==> src/rtl/cpu_wb_lsu_pkg.sv <==
// Shared types and constants for the write-back / load-store unit slice.
package cpu_wb_lsu_pkg;

  // Memory access size and signedness. D and WU are only meaningful when XLEN is 64.
  typedef enum logic [2:0] {
    MA_SIZE_B  = 3'd0,
    MA_SIZE_H  = 3'd1,
    MA_SIZE_W  = 3'd2,
    MA_SIZE_D  = 3'd3,
    MA_SIZE_BU = 3'd4,
    MA_SIZE_HU = 3'd5,
    MA_SIZE_WU = 3'd6
  } ma_size_t;

  typedef logic [4:0] regaddr_t;

  // Marker PC carried by bubbles; a captured bubble counts as an empty stage.
  localparam logic [63:0] NOP_PC = 64'hFFFF_FFFF_FFFF_FFFF;

  typedef enum logic [0:0] {
    IDLE     = 1'b0,
    WAIT_MEM = 1'b1
  } wb_state_t;

endpackage

==> src/rtl/cpu_wb_lsu_load_extract.sv <==
// Combinational load-data aligner: shifts the word-aligned read data down by the
// byte offset, then sign- or zero-extends according to the access size.
module cpu_load_extract
  import cpu_wb_lsu_pkg::*;
#(
  parameter int XLEN  = 32,
  parameter int OFF_W = $clog2(XLEN/8)
) (
  input  logic [XLEN-1:0]  data_i,
  input  logic [OFF_W-1:0] offset_i,
  input  ma_size_t         size_i,
  output logic [XLEN-1:0]  result_o
);

  logic [XLEN-1:0] shifted_s;

  assign shifted_s = data_i >> {offset_i, 3'b000};

  // Truncate to the access size and extend back to XLEN.
  always_comb begin
    result_o = shifted_s;
    case (size_i)
      MA_SIZE_B:  result_o = XLEN'($signed(shifted_s[7:0]));
      MA_SIZE_H:  result_o = XLEN'($signed(shifted_s[15:0]));
      MA_SIZE_W:  result_o = XLEN'($signed(shifted_s[31:0]));
      MA_SIZE_BU: result_o = XLEN'(shifted_s[7:0]);
      MA_SIZE_HU: result_o = XLEN'(shifted_s[15:0]);
      MA_SIZE_WU: result_o = XLEN'(shifted_s[31:0]);
      MA_SIZE_D:  result_o = shifted_s;
      default:    result_o = shifted_s;
    endcase
  end

endmodule

==> src/rtl/cpu_wb_lsu.sv <==
// Registered write-back stage for a variable-latency data memory. Non-loads and
// loads whose data arrives in the accept cycle retire one cycle later; other
// loads park in WAIT_MEM until data, an error, or the timeout.
module cpu_wb_lsu
  import cpu_wb_lsu_pkg::*;
#(
  parameter int XLEN         = 32,
  parameter int REGADDR_W    = 5,
  parameter int CNT_W        = 64,
  parameter int LOAD_TIMEOUT = 255
) (
  input  logic                      clk_i,
  input  logic                      reset_ni,
  input  logic                      valid_i,
  output logic                      ready_o,
  input  logic [XLEN-1:0]           pc_i,
  input  logic [31:0]               ir_i,
  input  logic                      load_i,
  input  ma_size_t                  ma_size_i,
  input  logic [$clog2(XLEN/8)-1:0] ma_offset_i,
  input  logic [XLEN-1:0]           wb_data_i,
  input  logic                      wb_valid_i,
  input  logic                      dmem_rvalid_i,
  input  logic [XLEN-1:0]           dmem_rdata_i,
  input  logic                      dmem_err_i,
  output logic [REGADDR_W-1:0]      wb_addr_o,
  output logic [XLEN-1:0]           wb_data_o,
  output logic                      wb_valid_o,
  output logic                      retire_o,
  output logic [CNT_W-1:0]          instret_o,
  output logic                      load_fault_o,
  output logic                      empty_o
);

  localparam int OFF_W = $clog2(XLEN/8);
  localparam int TMO_W = (LOAD_TIMEOUT < 2) ? 1 : $clog2(LOAD_TIMEOUT + 1);
  // Counter value seen on the last permitted WAIT_MEM cycle.
  localparam logic [TMO_W-1:0] TMO_LAST =
    (LOAD_TIMEOUT == 0) ? {TMO_W{1'b0}} : TMO_W'(LOAD_TIMEOUT - 1);

  wb_state_t            state_r;
  wb_state_t            state_next_s;
  logic                 accept_s;
  logic [REGADDR_W-1:0] rd_s;
  logic                 unused_ir_s;

  logic [REGADDR_W-1:0] cap_rd_r;
  ma_size_t             cap_size_r;
  logic [OFF_W-1:0]     cap_off_r;
  logic                 cap_wbv_r;
  logic [XLEN-1:0]      cap_pc_r;

  logic [TMO_W-1:0]     tmo_cnt_r;
  logic                 tmo_hit_s;

  ma_size_t             ext_size_s;
  logic [OFF_W-1:0]     ext_off_s;
  logic [XLEN-1:0]      ext_data_s;

  logic [REGADDR_W-1:0] wb_addr_next_s;
  logic [XLEN-1:0]      wb_data_next_s;
  logic                 wb_valid_next_s;
  logic                 retire_next_s;
  logic                 fault_next_s;

  assign rd_s        = REGADDR_W'(ir_i[11:7]);
  assign unused_ir_s = ^{ir_i[31:12], ir_i[6:0]};
  assign ready_o     = reset_ni && (state_r == IDLE);
  assign accept_s    = valid_i && ready_o;
  assign tmo_hit_s   = (LOAD_TIMEOUT != 0) && (state_r == WAIT_MEM) && (tmo_cnt_r == TMO_LAST);
  assign empty_o     = !reset_ni
                     || ((state_r == IDLE) && !wb_valid_o && !retire_o)
                     || (cap_pc_r == NOP_PC[XLEN-1:0]);

  // Extraction operands come from the MA stage in IDLE and from the capture registers while waiting.
  always_comb begin
    ext_size_s = ma_size_i;
    ext_off_s  = ma_offset_i;
    if (state_r == WAIT_MEM) begin
      ext_size_s = cap_size_r;
      ext_off_s  = cap_off_r;
    end else begin
      ext_size_s = ma_size_i;
      ext_off_s  = ma_offset_i;
    end
  end

  cpu_load_extract #(
    .XLEN  (XLEN),
    .OFF_W (OFF_W)
  ) u_load_extract (
    .data_i   (dmem_rdata_i),
    .offset_i (ext_off_s),
    .size_i   (ext_size_s),
    .result_o (ext_data_s)
  );

  // FSM state register.
  always_ff @(posedge clk_i or negedge reset_ni) begin
    if (!reset_ni) begin
      state_r <= IDLE;
    end else begin
      state_r <= state_next_s;
    end
  end

  // FSM next state: park only on a load whose data is not already here.
  always_comb begin
    state_next_s = state_r;
    case (state_r)
      IDLE: begin
        if (accept_s && load_i && !dmem_rvalid_i) begin
          state_next_s = WAIT_MEM;
        end else begin
          state_next_s = IDLE;
        end
      end
      WAIT_MEM: begin
        if (dmem_rvalid_i || tmo_hit_s) begin
          state_next_s = IDLE;
        end else begin
          state_next_s = WAIT_MEM;
        end
      end
      default: state_next_s = IDLE;
    endcase
  end

  // FSM outputs: next values of the registered write-back, retire and fault outputs.
  always_comb begin
    wb_addr_next_s  = wb_addr_o;
    wb_data_next_s  = wb_data_o;
    wb_valid_next_s = 1'b0;
    retire_next_s   = 1'b0;
    fault_next_s    = 1'b0;
    case (state_r)
      IDLE: begin
        if (!accept_s) begin
          retire_next_s = 1'b0;
        end else if (!load_i) begin
          wb_addr_next_s  = rd_s;
          wb_data_next_s  = wb_data_i;
          wb_valid_next_s = wb_valid_i && (rd_s != {REGADDR_W{1'b0}});
          retire_next_s   = 1'b1;
        end else if (dmem_rvalid_i && dmem_err_i) begin
          fault_next_s = 1'b1;
        end else if (dmem_rvalid_i) begin
          wb_addr_next_s  = rd_s;
          wb_data_next_s  = ext_data_s;
          wb_valid_next_s = wb_valid_i && (rd_s != {REGADDR_W{1'b0}});
          retire_next_s   = 1'b1;
        end else begin
          retire_next_s = 1'b0;
        end
      end
      WAIT_MEM: begin
        if (dmem_rvalid_i && dmem_err_i) begin
          fault_next_s = 1'b1;
        end else if (dmem_rvalid_i) begin
          wb_addr_next_s  = cap_rd_r;
          wb_data_next_s  = ext_data_s;
          wb_valid_next_s = cap_wbv_r && (cap_rd_r != {REGADDR_W{1'b0}});
          retire_next_s   = 1'b1;
        end else if (tmo_hit_s) begin
          fault_next_s = 1'b1;
        end else begin
          fault_next_s = 1'b0;
        end
      end
      default: begin
        fault_next_s = 1'b0;
      end
    endcase
  end

  // Registered outputs and retired-instruction counter.
  always_ff @(posedge clk_i or negedge reset_ni) begin
    if (!reset_ni) begin
      wb_addr_o    <= {REGADDR_W{1'b0}};
      wb_data_o    <= {XLEN{1'b0}};
      wb_valid_o   <= 1'b0;
      retire_o     <= 1'b0;
      load_fault_o <= 1'b0;
      instret_o    <= {CNT_W{1'b0}};
    end else begin
      wb_addr_o    <= wb_addr_next_s;
      wb_data_o    <= wb_data_next_s;
      wb_valid_o   <= wb_valid_next_s;
      retire_o     <= retire_next_s;
      load_fault_o <= fault_next_s;
      if (retire_next_s) begin
        instret_o <= instret_o + CNT_W'(1);
      end
    end
  end

  // Capture the outstanding load's write-back context when it parks in WAIT_MEM.
  always_ff @(posedge clk_i or negedge reset_ni) begin
    if (!reset_ni) begin
      cap_rd_r   <= {REGADDR_W{1'b0}};
      cap_size_r <= MA_SIZE_B;
      cap_off_r  <= {OFF_W{1'b0}};
      cap_wbv_r  <= 1'b0;
      cap_pc_r   <= {XLEN{1'b0}};
    end else if (accept_s && load_i && !dmem_rvalid_i) begin
      cap_rd_r   <= rd_s;
      cap_size_r <= ma_size_i;
      cap_off_r  <= ma_offset_i;
      cap_wbv_r  <= wb_valid_i;
      cap_pc_r   <= pc_i;
    end
  end

  // Count cycles spent waiting; cleared whenever WAIT_MEM is left or not yet entered.
  always_ff @(posedge clk_i or negedge reset_ni) begin
    if (!reset_ni) begin
      tmo_cnt_r <= {TMO_W{1'b0}};
    end else if ((state_r == WAIT_MEM) && (state_next_s == WAIT_MEM)) begin
      tmo_cnt_r <= tmo_cnt_r + TMO_W'(1);
    end else begin
      tmo_cnt_r <= {TMO_W{1'b0}};
    end
  end

endmodule

==> config.mk <==
export PLATFORM = sky130hd
export DESIGN_NAME = cpu_wb_lsu
export DESIGN_NICKNAME = d
export VERILOG_FILES = /design/src/rtl/cpu_wb_lsu_pkg.sv /design/src/rtl/cpu_wb_lsu_load_extract.sv /design/src/rtl/cpu_wb_lsu.sv
export SDC_FILE = /design/constraint.sdc
export NUM_CORES = 1
export LEC_CHECK = 0
export ABC_AREA = 0
export CAP_MARGIN = 15
export CORE_AREA = 4 4 123 137
export DETAILED_ROUTE_END_ITERATION = 12
export DIE_AREA = 0 0 127 141
export PLACE_DENSITY_LB_ADDON = 0.05
export SLEW_MARGIN = 20
export SYNTH_ARGS = -nofsm -noshare
export SYNTH_HDL_FRONTEND = slang
export SYNTH_SLANG_ARGS = --single-unit
==> constraint.sdc <==
create_clock -name clk_i -period 4.3 [get_ports clk_i]
set_input_delay 0.86 -clock clk_i [delete_from_list [all_inputs] [get_ports clk_i]]
set_output_delay 0.86 -clock clk_i [all_outputs]
set_load 0.02 [all_outputs]
# Word-level counts from Yosys, hierarchy flattened
# Cells that the tools add are included.
dict set report word_totals {
  regBits 156
  out_inout_bits 106
  word_cells 87
}
dict set report op_classes {
  n_addsub 2
  eq_ne 10
  shift 1
  n_mux 38
  bitwise 1
  reduce_logical 22
}
# operator n
set op_table {}
lappend op_table {{$mux 32} 4}
lappend op_table {{$pmux 32 s4} 1}
lappend op_table {{$add 64x1->64 const B} 1}
lappend op_table {{$pmux 32 s2} 1}
lappend op_table {{$eq 32x32->1 const B} 1}
lappend op_table {{$shr 32x5->32} 1}
lappend op_table {{$mux 5} 6}
lappend op_table {{$mux 1} 18}
lappend op_table {{$logic_and 1x1->1} 11}
lappend op_table {{$pmux 5 s2} 1}
lappend op_table {{$reduce_bool 5->1} 2}
lappend op_table {{$add 8x1->8 const B} 1}
lappend op_table {{$eq 8x8->1 const B} 1}
lappend op_table {{$mux 8} 1}
lappend op_table {{$pmux 1 s2} 4}
lappend op_table {{$eq 3x3->1 const B} 2}
lappend op_table {{$ne 2x2->1 const B} 3}
lappend op_table {{$ne 3x3->1 const B} 2}
lappend op_table {{$reduce_and 5->1} 1}
lappend op_table {{$logic_not 1->1} 4}
lappend op_table {{$eq 3x1->1 const B} 1}
lappend op_table {{$logic_not 3->1} 1}
lappend op_table {{$logic_or 1x1->1} 3}
lappend op_table {{$mux 3} 1}
lappend op_table {{other kinds (2)} 2}

# Longest topological paths before layout
# Gate-level depths: netlist of run 1.
dict set report logic_depth {
  ltp_word 9
  ltp_mapped 7
  ltp_nobuf 5
}

# Modules after synthesis
# A second synthesis of run 1 with hierarchy kept.
dict set report hier_totals {
  cells_unflattened 723
  area_unflattened_um2 7621.1
}
# module instances cells_per_inst area_each_um2 seq_area_each_um2
set modules_own_cells {}
lappend modules_own_cells {cpu_wb_lsu 1 616 6926.6 3903.7}
lappend modules_own_cells {cpu_load_extract 1 107 694.4 0.0}

# Worst setup path after synthesis of run 1
# OpenSTA, ideal clock, no wires.
dict set report synth_timing {
  path_kind {register to output}
  startpoint {reg state_r}
  endpoint {out empty_o}
  arrival_time_ns 1.804
  required_ns 3.440
  slack_ns 1.636
  path_stages_with_launch 5
  n_path_buf 3
  cell_sequence {dfrtp_1 buf_6 buf_2 buf_2 o311ai_0}
}
dict set report synth_via {
  elab_chain_cells 5
}
# element line_no
set synth_lines {}
lappend synth_lines {{start: declaration} cpu_wb_lsu.sv:41} ;# wb_state_t state_r;
lappend synth_lines {{start signal: assignment} cpu_wb_lsu.sv:103} ;# state_r <= state_next_s;
lappend synth_lines {{$not 1->1} n/a}
lappend synth_lines {{$logic_and 1x1->1 (2 in series)} cpu_wb_lsu.sv:72} ;# || ((state_r == IDLE) && !wb_valid_o && !retire_o)
lappend synth_lines {{$logic_or 1x1->1} cpu_wb_lsu.sv:72}
lappend synth_lines {{$logic_or 1x1->1} cpu_wb_lsu.sv:73} ;# || (cap_pc_r == NOP_PC[XLEN-1:0]);
lappend synth_lines {{end: declaration} cpu_wb_lsu.sv:32} ;# output logic empty_o
# Every way passes these cells.

# Final worst setup path of run 1
# Same ends and word-level chain as after synthesis.

==> results of run 1 <==
## flip-flops by register name, indices dropped and copies added (netlist names)
signal	count
cap_size_r	3
load_fault_o	1
instret_o	64
tmo_cnt_r	8
state_r	1
cap_rd_r	5
cap_pc_r	32
cap_wbv_r	1
wb_addr_o	5
wb_valid_o	1
wb_data_o	32
cap_off_r	2
retire_o	1
## synth_stat cells (all sizes together), types with 14 or more instances
cell   instances  share of area, %
o22ai         18               1.5
nand3         32               2.1
and3          19               1.5
mux2i         34               4.7
inv           19              0.92
nor2          30               1.6
mux2          44               6.4
nand2         51               2.5
buf           16               1.4
xor2          33               3.7
o21ai         24               1.6
xnor2         36               4.1
a22oi         16               1.6
dfrtp        156                51
nand4         27               2.3
nor3          14              0.97
a21oi         22               1.5
## cell type report
| cell class | instances | share of cell area [%] |
|---|---|---|
| timing repair buffer | 228 | 21.2 |
| clock inverter | 15 | 2.06 |
| sequential | 156 | 36.3 |
| inverter | 19 | 0.664 |
| tap | 200 | 2.33 |
| multi-input combinational | 495 | 33.5 |
| clock buffer | 17 | 3.96 |
## power by group through the flow
| stage | sequential (mW) | clock, mW | combinational (mW) |
|---|---|---|---|
| 2_1_floorplan | 1.92 | 0 | 0.348 |
| 3_3_place_gp | 1.83 | 0 | 0.874 |
| 3_5_place_dp | 1.85 | 0 | 0.894 |
| 4_1_cts | 1.82 | 1.68 | 0.900 |
| 5_1_grt | 1.85 | 1.75 | 0.963 |
| 6_report | 1.82 | 1.66 | 0.897 |
## worst max-delay path by stage
stage | cells after the start | endpoint | start | slack [ns]
after floorplan | 4 | empty_o | state_r$_DFF_PN0_ | 1.64
after global placement | 5 | wb_data_o[21]$_DFFE_PN0P_ | dmem_rvalid_i | 0.83
after detailed placement | 5 | wb_data_o[16]$_DFFE_PN0P_ | dmem_rvalid_i | 0.84
after CTS | 3 | empty_o | state_r$_DFF_PN0_ | 0.82
after global routing | 3 | empty_o | state_r$_DFF_PN0_ | 0.72
final | 3 | empty_o | state_r$_DFF_PN0_ | 0.82
## per-layer routing
layer / wire length [um] / GRT usage (%)
met2: 10600 / 39.7
met5: 0 / 0
met3: 1580 / 6.97
met1: 9200 / 32.3
met4: 442 / 7.51
## cells by family after synthesis
family	synth area share (%)
compound gates	11.4
xor+xnor	7.83
fa+ha+maj	0.486
buf+inv	2.87
flops	50.6
mux	11.2
simple gates	15.6
==> results.py, run 1 <==
metrics = {
    "global_route": {
        "grtUsageTotal_pct": 24.6,
        "overflow": 0,
        "first_global_vias": 6776,
        "grt_pass1_wl_um": 35200,
        "antenna_found_initial": 0,
        "grt_max_degree": 78,
    },
    "routing": {
        "ant_nets": 0,
        "firstDrtPassIters": 5,
        "vias": 6514,
        "dr.first_iter.drc_count": 402,
        "drt_wl_total_um": 21800,
        "wire_per_inst_um": 19.3,
        "drc": 0,
        "via_per_inst": 5.76,
    },
    "sta": {
        "period_minus_slack_ns": 3.48,
        "final-hold-violation-count": 0,
        "finalSetupTns_ns": 0,
        "skew_ns": 0.00776,
        "setup_ws_ns": 0.817,
        "worst_pin_slew_ns": 1.06,
        "timing.hold.ws_ns": 0.274,
        "rsz0062_at_grt": "false",
        "drv_slew": 0,
        "finalSetupViolations": 0,
        "slew_headroom_pct": 28.8,
        "fmax_mhz": 287,
        "fin_crit_sh_pct": 81.0,
    },
    "critical_path": {
        "criticalPathCategory": "reg -> out",
        "crit_path_start_kind": "flip-flop",
        "crit_slowest_cell": "dfrtp_1",
        "critical_path_required_ns": 3.44,
        "reg2reg_depth": 6,
        "worstSetupEndpointType": "primary output",
        "cpLargestDelayFamily": "buffers and inverters",
        "reg2reg_to": "wb_data_o[20]$_DFFE_PN0P_",
        "critPathBufInv": 2,
        "rrSetupSlack_ns": 1.15,
        "cpPeakStageDelay_ns": 0.75,
        "cp_data_arrival_time_ns": 2.62,
        "worstPathMaxFanout": 25,
        "path_cells": "buf_4 > o311ai_0 > clkdlybuf4s50_1",
        "worstReg2RegStart": "state_r$_DFF_PN0_",
    },
    "run_status": {
        "outcome": "complete, no violations",
    },
    "cts": {
        "clock_latency_ns": 0.43,
        "cts.repair.resized": 0,
        "holdBufCountCts": 0,
        "cts.htree.levels": 4,
        "cts.sinks": 156,
        "cts_root_buffer": "clkbuf_16",
        "path_clk_slew_ns": 0.07,
        "cts_setup_buffers": 0,
        "cts_tree": "yes",
        "clockBufferDepth": 2,
        "cts_buffers": 17,
    },
    "placement": {
        "dp_slack_ns": 0.836,
        "placed_area_mm2": 0.0101,
        "dp_hpwl_um": 16200,
        "dp_cells": 1097,
        "place.port_buffers": 218,
        "place_congestion": 0.883,
    },
    "power_and_ir_drop": {
        "p_clk_share_pct": 37.9,
        "p_int_mw": 3.12,
        "p_per_area_mw_per_mm2": 407,
        "p_comb_share_pct": 20.5,
        "p_sw_share_pct": 28.7,
        "peakVddDrop_uv": 278,
        "netSwitchingPower_mw": 1.26,
        "leakage_nw": 4.63,
        "p_seq_share_pct": 41.6,
        "fin_total_pwr_mw": 4.38,
    },
    "die": {
        "ios": 246,
        "dieWidth_um": 127,
        "core_area_mm2": 0.0155,
        "start_util_pct": 49.8,
        "die_h_um": 141,
        "die_area_mm2": 0.0179,
        "placementRows": 48,
    },
    "synthesis": {
        "yosysUniqueCellTypes": 60,
        "syn-cell-area_mm2": 0.00772,
        "synth_edf_count": 0,
        "syn_area_per_cell_um2": 11.1,
        "syn-instance-count": 698,
        "synth_flop_cell": "dfrtp_1",
        "ys_warn_count": 0,
        "synth_seq_area_share_pct": 50.6,
        "ys_seq_elements": 156,
        "ys_async_sr_fraction_pct": 100,
        "synth_fp_nets": 841,
    },
    "finish": {
        "antenna_cells": 0,
        "drive_above_1_share_pct": 11.2,
        "syn_to_final_growth_pct": 39.3,
        "nets": 1060,
        "multi_input_area_mm2": 0.00360,
        "regArea_mm2": 0.00390,
        "layout_common_cells": "clkdlybuf4s50_1 (217), dfrtp_1 (156), nand2_1 (50)",
        "final_util_pct": 69.4,
        "final_cell_area_mm2": 0.0107,
        "final_cells": 1130,
        "fill_cells": 1146,
        "layout_commonest_cell": "clkdlybuf4s50_1",
    },
    "worst_hold_path": {
        "min_path_type": "in -> async",
    },
    "flow_run": {
        "cap_violations": 0,
    },
}
Power figures use the tool's default switching activity.
==> run 2, diff against run 1 <==
--- a/config.mk
+++ b/config.mk
@@ -7,9 +7,9 @@
 export LEC_CHECK = 0
 export ABC_AREA = 0
 export CAP_MARGIN = 15
-export CORE_AREA = 4 4 123 137
+export CORE_AREA = 4 4 135 150
 export DETAILED_ROUTE_END_ITERATION = 12
-export DIE_AREA = 0 0 127 141
+export DIE_AREA = 0 0 139 154
 export PLACE_DENSITY_LB_ADDON = 0.05
 export SLEW_MARGIN = 20
 export SYNTH_ARGS = -nofsm -noshare
==> constraint.sdc (replaced) <==
create_clock -name clk_i -period 3.2 [get_ports clk_i]
set_input_delay 0.64 -clock clk_i [delete_from_list [all_inputs] [get_ports clk_i]]
set_output_delay 0.64 -clock clk_i [all_outputs]
set_load 0.02 [all_outputs]
==> run 2 against run 1 <==
Against the previous run: non-clock buffer count rose by 17; global-route usage decreased by 4.0 points; setup slack worse by 0.50 ns; register-to-register slack worse by 0.60 ns; sequential share of layout area down 0.55 points; critical path type unchanged; core utilization decreased by 11 points; total power rose by 34%; cell area increased by 1.5%; via count shrank 1.1%; worst hold slack gained 0.20 ns; flip-flop and latch count did not move; final cell count increased by 5.6%.
==> results.py, run 2 (synthesis gave the netlist of run 1 again) <==
metrics = {
    "sta": {
        "worst_pin_slew_ns": 0.889,
        "fmax_mhz": 347,
        "drv_slew": 0,
        "finalSetupTns_ns": 0,
        "rsz0062_at_grt": "false",
        "finalSetupViolations": 0,
        "period_minus_slack_ns": 2.88,
        "final-hold-violation-count": 0,
        "skew_ns": 0.0120,
        "slew_headroom_pct": 40.2,
        "timing.hold.ws_ns": 0.469,
        "fin_crit_sh_pct": 90.1,
    },
    "global_route": {
        "grt_pass1_wl_um": 35900,
        "grtUsageTotal_pct": 20.6,
        "first_global_vias": 6734,
        "grt_max_degree": 45,
        "overflow": 0,
        "antenna_found_initial": 0,
    },
    "critical_path": {
        "crit_path_start_kind": "flip-flop",
        "rrSetupSlack_ns": 0.55,
        "path_cells": "o311ai_0 > clkdlybuf4s50_1",
        "cpLargestDelayFamily": "buffers and inverters",
        "critPathBufInv": 1,
        "crit_slowest_cell": "clkdlybuf4s50_1",
        "criticalPathCategory": "reg -> out",
        "worstPathMaxFanout": 15,
        "worstReg2RegStart": "state_r$_DFF_PN0_",
        "worstSetupEndpointType": "primary output",
        "reg2reg_to": "instret_o[33]$_DFFE_PN0P_",
        "cpPeakStageDelay_ns": 0.69,
        "reg2reg_depth": 6,
        "critical_path_required_ns": 2.56,
        "cp_data_arrival_time_ns": 2.24,
    },
    "routing": {
        "via_per_inst": 5.40,
        "wl_met3_um": 1330,
        "vias": 6440,
        "ant_nets": 0,
        "met2_length_um": 10300,
        "wire_per_inst_um": 18.6,
        "firstDrtPassIters": 5,
        "drc": 0,
        "met1_length_um": 10100,
        "dr.first_iter.drc_count": 357,
        "topRoutingLayerUsed": "met4",
        "drt_wl_total_um": 22100,
    },
    "cts": {
        "clockBufferDepth": 2,
        "clock_latency_ns": 0.42,
        "cts_buffers": 17,
        "cts_root_buffer": "clkbuf_16",
        "cts.sinks": 156,
        "cts.htree.levels": 4,
        "path_clk_slew_ns": 0.06,
        "cts_tree": "yes",
    },
    "power_and_ir_drop": {
        "p_clk_share_pct": 37.8,
        "p_per_area_mw_per_mm2": 539,
        "p_int_mw": 4.26,
        "peakVddDrop_uv": 394,
        "leakage_nw": 4.69,
        "fin_total_pwr_mw": 5.88,
        "netSwitchingPower_mw": 1.63,
        "p_sw_share_pct": 27.6,
        "p_comb_share_pct": 20.7,
        "p_seq_share_pct": 41.5,
    },
    "finish": {
        "final_cells": 1193,
        "antenna_cells": 0,
        "layout_commonest_cell": "clkdlybuf4s50_1",
        "multi_input_area_mm2": 0.00360,
        "layout_common_cells": "clkdlybuf4s50_1 (217), dfrtp_1 (156), nand2_1 (50)",
        "reg.largest.list": "instret_o (64), cap_pc_r (32), wb_data_o (32)",
        "regArea_mm2": 0.00390,
        "syn_to_final_growth_pct": 41.4,
        "largest_reg_flops": 64,
        "drive_above_1_share_pct": 12.5,
        "regMostFlops": "instret_o",
        "nets": 1077,
        "fill_cells": 1603,
    },
    "die": {
        "die_h_um": 154,
        "placementRows": 53,
        "start_util_pct": 41.0,
        "dieWidth_um": 139,
        "die_area_mm2": 0.0214,
        "core_area_mm2": 0.0188,
        "ios": 246,
    },
    "worst_hold_path": {
        "whs_endpoint": "instret_o[63]$_DFFE_PN0P_",
        "min_path_type": "reg -> reg",
        "hp-start": "instret_o[63]$_DFFE_PN0P_",
        "hold_depth": 1,
    },
    "placement": {
        "dp_hpwl_um": 16800,
        "place.port_buffers": 218,
        "place_congestion": 0.845,
        "dp_cells": 1161,
    },
    "flow_run": {
        "cap_violations": 0,
    },
    "run_status": {
        "outcome": "complete, no violations",
    },
}
-- run 2: changes by cell type in the layout (fill, tap and decap cells not counted), sizes merged --
| cell | previous run | this run |
|---|---|---|
| dlygate4sd3 | 0 | 1 |
| inv | 29 | 23 |
| clkinvlp | 0 | 3 |
| buf | 11 | 27 |
| bufinv | 4 | 5 |
| clkbuf | 17 | 18 |
-- run 2: area by class of cell --
class,instances,area share (%)
clock buffers,18,3.93
clock inverters,13,1.95
inverters,19,0.654
multi-input cells,495,33.0
flip-flops and latches,156,35.8
well taps,247,2.83
repair buffers,245,21.9
-- run 2: layer usage --
metal	track usage [%]	up-vias
met4	5.68	0
met5	0	-
met3	5.38	31
met1	28.2	3156
met2	32.7	211
li1	-	3042
-- run 2: power groups by stage --
stage                     Clock [mW]  Combinational (mW)  Sequential, mW
after floorplan                    0               0.467            2.58
after global placement             0                1.20            2.46
after detailed placement           0                1.23            2.47
after CTS                       2.27                1.23            2.44
after global routing            2.34                1.31            2.48
final                           2.22                1.22            2.44
-- run 2: worst register-to-register path, delay by kind of cell, from the launching register on --
family / cells / cell delay (ns)
XOR/XNOR: 1 / 0.15
buffers and inverters: 1 / 0.31
flip-flops: 1 / 0.63
AND/OR/NAND/NOR: 3 / 1.07
AO/OA/AOI/OAI: 1 / 0.41
-- run 2: worst max path at each step --
stage | start | end | slack, ns | cells past startpoint
floorplan | state_r$_DFF_PN0_ | empty_o | 0.76 | 4
global placement | load_i | instret_o[33]$_DFFE_PN0P_ | 0.38 | 6
detailed placement | ma_offset_i[0] | wb_data_o[26]$_DFFE_PN0P_ | 0.32 | 7
CTS | cap_pc_r[23]$_DFFE_PN0N_ | empty_o | 0.27 | 5
global route | cap_pc_r[16]$_DFFE_PN0N_ | empty_o | 0.16 | 5
finish | state_r$_DFF_PN0_ | empty_o | 0.32 | 2
-- run 2: what timing repair did --
item | in CTS | in global routing
hold endpoints to repair | 1 | 0
hold buffers | 1 | 0
resized for setup | 0 | 0
buffers inserted | 0 | 0
setup endpoints to repair | 0 | 0
-- run 2: stage by stage --
step	setup WS, ns	utilization [%]	area (um2)
4_1_cts	0.271	57.9	10900
6_report	0.316	57.9	10900
2_1_floorplan	0.756	-	7720
5_1_grt	0.155	57.9	10900
3_3_place_gp	0.376	54.5	10300
3_5_place_dp	0.324	54.5	10300
==> run 3, diff against run 2 <==
--- a/config.mk
+++ b/config.mk
@@ -7,9 +7,10 @@
 export LEC_CHECK = 0
 export ABC_AREA = 0
 export CAP_MARGIN = 15
-export CORE_AREA = 4 4 135 150
+export CORE_AREA = 4 4 128 142
 export DETAILED_ROUTE_END_ITERATION = 12
-export DIE_AREA = 0 0 139 154
+export DIE_AREA = 0 0 132 146
+export GPL_TIMING_DRIVEN = 1
 export PLACE_DENSITY_LB_ADDON = 0.05
 export SLEW_MARGIN = 20
 export SYNTH_ARGS = -nofsm -noshare
==> constraint.sdc (replaced) <==
create_clock -name clk_i -period 2.8 [get_ports clk_i]
set_input_delay 0.56 -clock clk_i [delete_from_list [all_inputs] [get_ports clk_i]]
set_output_delay 0.56 -clock clk_i [all_outputs]
set_load 0.02 [all_outputs]
==> run 3 against run 2 <==
Against the previous run: total power increased by 8.8%; sequential share of layout area is 0.19 points higher; via count up 1.4%; die area fell by 10%; first-iteration DRC count fell by 16%; clock power about the same; count of clock-buffer cells in the layout down 1; final cell count fell by 2.8%; critical path depth is 6 higher; worst hold slack lost 0.20 ns; non-clock buffer count increased by 4; largest power group unchanged.
==> results.py, run 3 (synthesis gave the netlist of run 1 again) <==
metrics = {
    "finish": {
        "reg.largest.list": "instret_o (64), cap_pc_r (32), wb_data_o (32)",
        "regMostFlops": "instret_o",
        "nets": 1081,
        "syn_to_final_growth_pct": 40.6,
        "largest_reg_flops": 64,
        "drive_above_1_share_pct": 13.1,
        "layout_commonest_cell": "clkdlybuf4s50_1",
        "antenna_cells": 0,
        "final_cell_area_mm2": 0.0109,
        "fill_cells": 1369,
        "layout_common_cells": "clkdlybuf4s50_1 (216), dfrtp_1 (156), nand2_1 (50)",
    },
    "die": {
        "die_area_mm2": 0.0193,
        "die_h_um": 146,
        "start_util_pct": 45.9,
        "dieWidth_um": 132,
        "core_area_mm2": 0.0168,
        "ios": 246,
        "placementRows": 50,
    },
    "routing": {
        "firstDrtPassIters": 7,
        "dr.first_iter.drc_count": 299,
        "ant_nets": 0,
        "via_per_inst": 5.64,
        "vias": 6532,
        "drc": 0,
        "drt_wl_total_um": 21900,
        "wire_per_inst_um": 18.9,
    },
    "cts": {
        "clock_latency_ns": 0.43,
        "cts_setup_buffers": 0,
        "path_clk_slew_ns": 0.06,
        "cts_tree": "yes",
        "cts_buffers": 17,
        "clockBufferDepth": 2,
        "cts_root_buffer": "clkbuf_16",
        "cts.htree.levels": 4,
        "cts.sinks": 156,
    },
    "power_and_ir_drop": {
        "peakVddDrop_uv": 432,
        "netSwitchingPower_mw": 1.95,
        "p_per_area_mw_per_mm2": 590,
        "fin_total_pwr_mw": 6.40,
        "p_sw_share_pct": 30.4,
        "p_clk_share_pct": 34.5,
        "p_seq_share_pct": 43.6,
        "leakage_nw": 4.70,
        "p_int_mw": 4.45,
        "p_comb_share_pct": 21.9,
    },
    "sta": {
        "fin_crit_sh_pct": 89.7,
        "fmax_mhz": 398,
        "finalSetupTns_ns": 0,
        "drv_slew": 0,
        "period_minus_slack_ns": 2.51,
        "timing.hold.ws_ns": 0.270,
        "slew_headroom_pct": 42.3,
        "skew_ns": 0.00836,
        "worst_pin_slew_ns": 0.858,
        "rsz0062_at_grt": "false",
        "final-hold-violation-count": 0,
        "finalSetupViolations": 0,
    },
    "global_route": {
        "antenna_found_initial": 0,
        "overflow": 0,
        "first_global_vias": 6911,
        "grt_max_degree": 58,
        "grtUsageTotal_pct": 23.2,
        "grt_pass1_wl_um": 36200,
    },
    "critical_path": {
        "critical_path_required_ns": 3.14,
        "crit_path_start_kind": "flip-flop",
        "criticalPathCategory": "reg -> reg",
        "cp_data_arrival_time_ns": 2.85,
        "rrSetupSlack_ns": 0.29,
        "reg2reg_depth": 8,
        "worstSetupEndpointType": "flip-flop",
        "worstPathMaxFanout": 16,
    },
    "placement": {
        "place.port_buffers": 218,
        "placed_area_mm2": 0.0103,
        "dp_hpwl_um": 16200,
        "place_congestion": 0.887,
    },
    "run_status": {
        "outcome": "complete, no violations",
    },
    "flow_run": {
        "cap_violations": 0,
    },
    "worst_hold_path": {
        "min_path_type": "in -> async",
    },
}
run 3: cell count changes in the layout (fill, tap and decap cells not counted), sizes merged, moves of 4 or more:
cell | before | now
bufinv | 5 | 0
clkinv | 1 | 5
inv | 23 | 27
buf | 27 | 31
run 3: through the flow:
stage | util [%] | instances | worst slack, ns
3_5_place_dp | 61.1 | 1126 | 0.0760
4_1_cts | 64.4 | 1159 | 0.00631
3_3_place_gp | 61.1 | 1126 | 0.119
6_report | 64.5 | 1159 | 0.287
5_1_grt | 64.5 | 1159 | 0.0794
2_1_floorplan | - | 698 | 0.436
run 3: cell type report:
type                            instances  area (um2)  area share, %
Clock buffer                           17         425           3.92
Clock inverter                         15         131           1.21
Inverter                               19        71.3          0.657
Multi-Input combinational cell        495        3600           33.2
Sequential cell                       156        3900           36.0
Tap cell                              208         260           2.40
Timing Repair Buffer                  249        2460           22.7
run 3: what timing repair did:
action	4_1_cts	5_1_grt
endpoints found under the setup margin	0	1
hold buffers	1	0
hold endpoints to repair	13	0
resized for setup	0	2
run 3: final timing paths:
kind                                                from                        end
worst min-delay path                            reset_ni   cap_pc_r[21]$_DFFE_PN0N_
worst min register to register  wb_addr_o[1]$_DFFE_PN0P_   wb_addr_o[1]$_DFFE_PN0P_
max in group asynchronous                       reset_ni  instret_o[32]$_DFFE_PN0P_
min in group clk_i              wb_addr_o[1]$_DFFE_PN0P_   wb_addr_o[1]$_DFFE_PN0P_
worst max-delay path                   state_r$_DFF_PN0_  wb_data_o[31]$_DFFE_PN0P_
worst max register to register         state_r$_DFF_PN0_  wb_data_o[31]$_DFFE_PN0P_
run 3: critical path, cell delays in order, from the launching register on:
cell      delay [ns]
dfrtp_1         0.71
buf_4           0.28
mux2i_4         0.25
buf_4           0.31
nand2_1         0.11
a22oi_2         0.24
buf_4           0.22
a211oi_1        0.10
o22ai_1         0.21
run 3: power by group through the flow:
stage                     logic, mW  clock network [mW]  registers [mW]
after CTS                      1.42                2.24            2.79
after floorplan               0.534                   0            2.95
after global routing           1.52                2.34            2.83
after detailed placement       1.41                   0            2.83
after global placement         1.38                   0            2.81
final                          1.40                2.21            2.79
run 3: layer usage:
| layer | routed length, um | up-vias | track usage, % |
|---|---|---|---|
| li1 | - | 3057 | - |
| met3 | 1570 | 24 | 6.12 |
| met4 | 310 | 0 | 7.72 |
| met2 | 10600 | 238 | 37.4 |
| met1 | 9420 | 3213 | 30.5 |
| met5 | 0 | - | 0 |
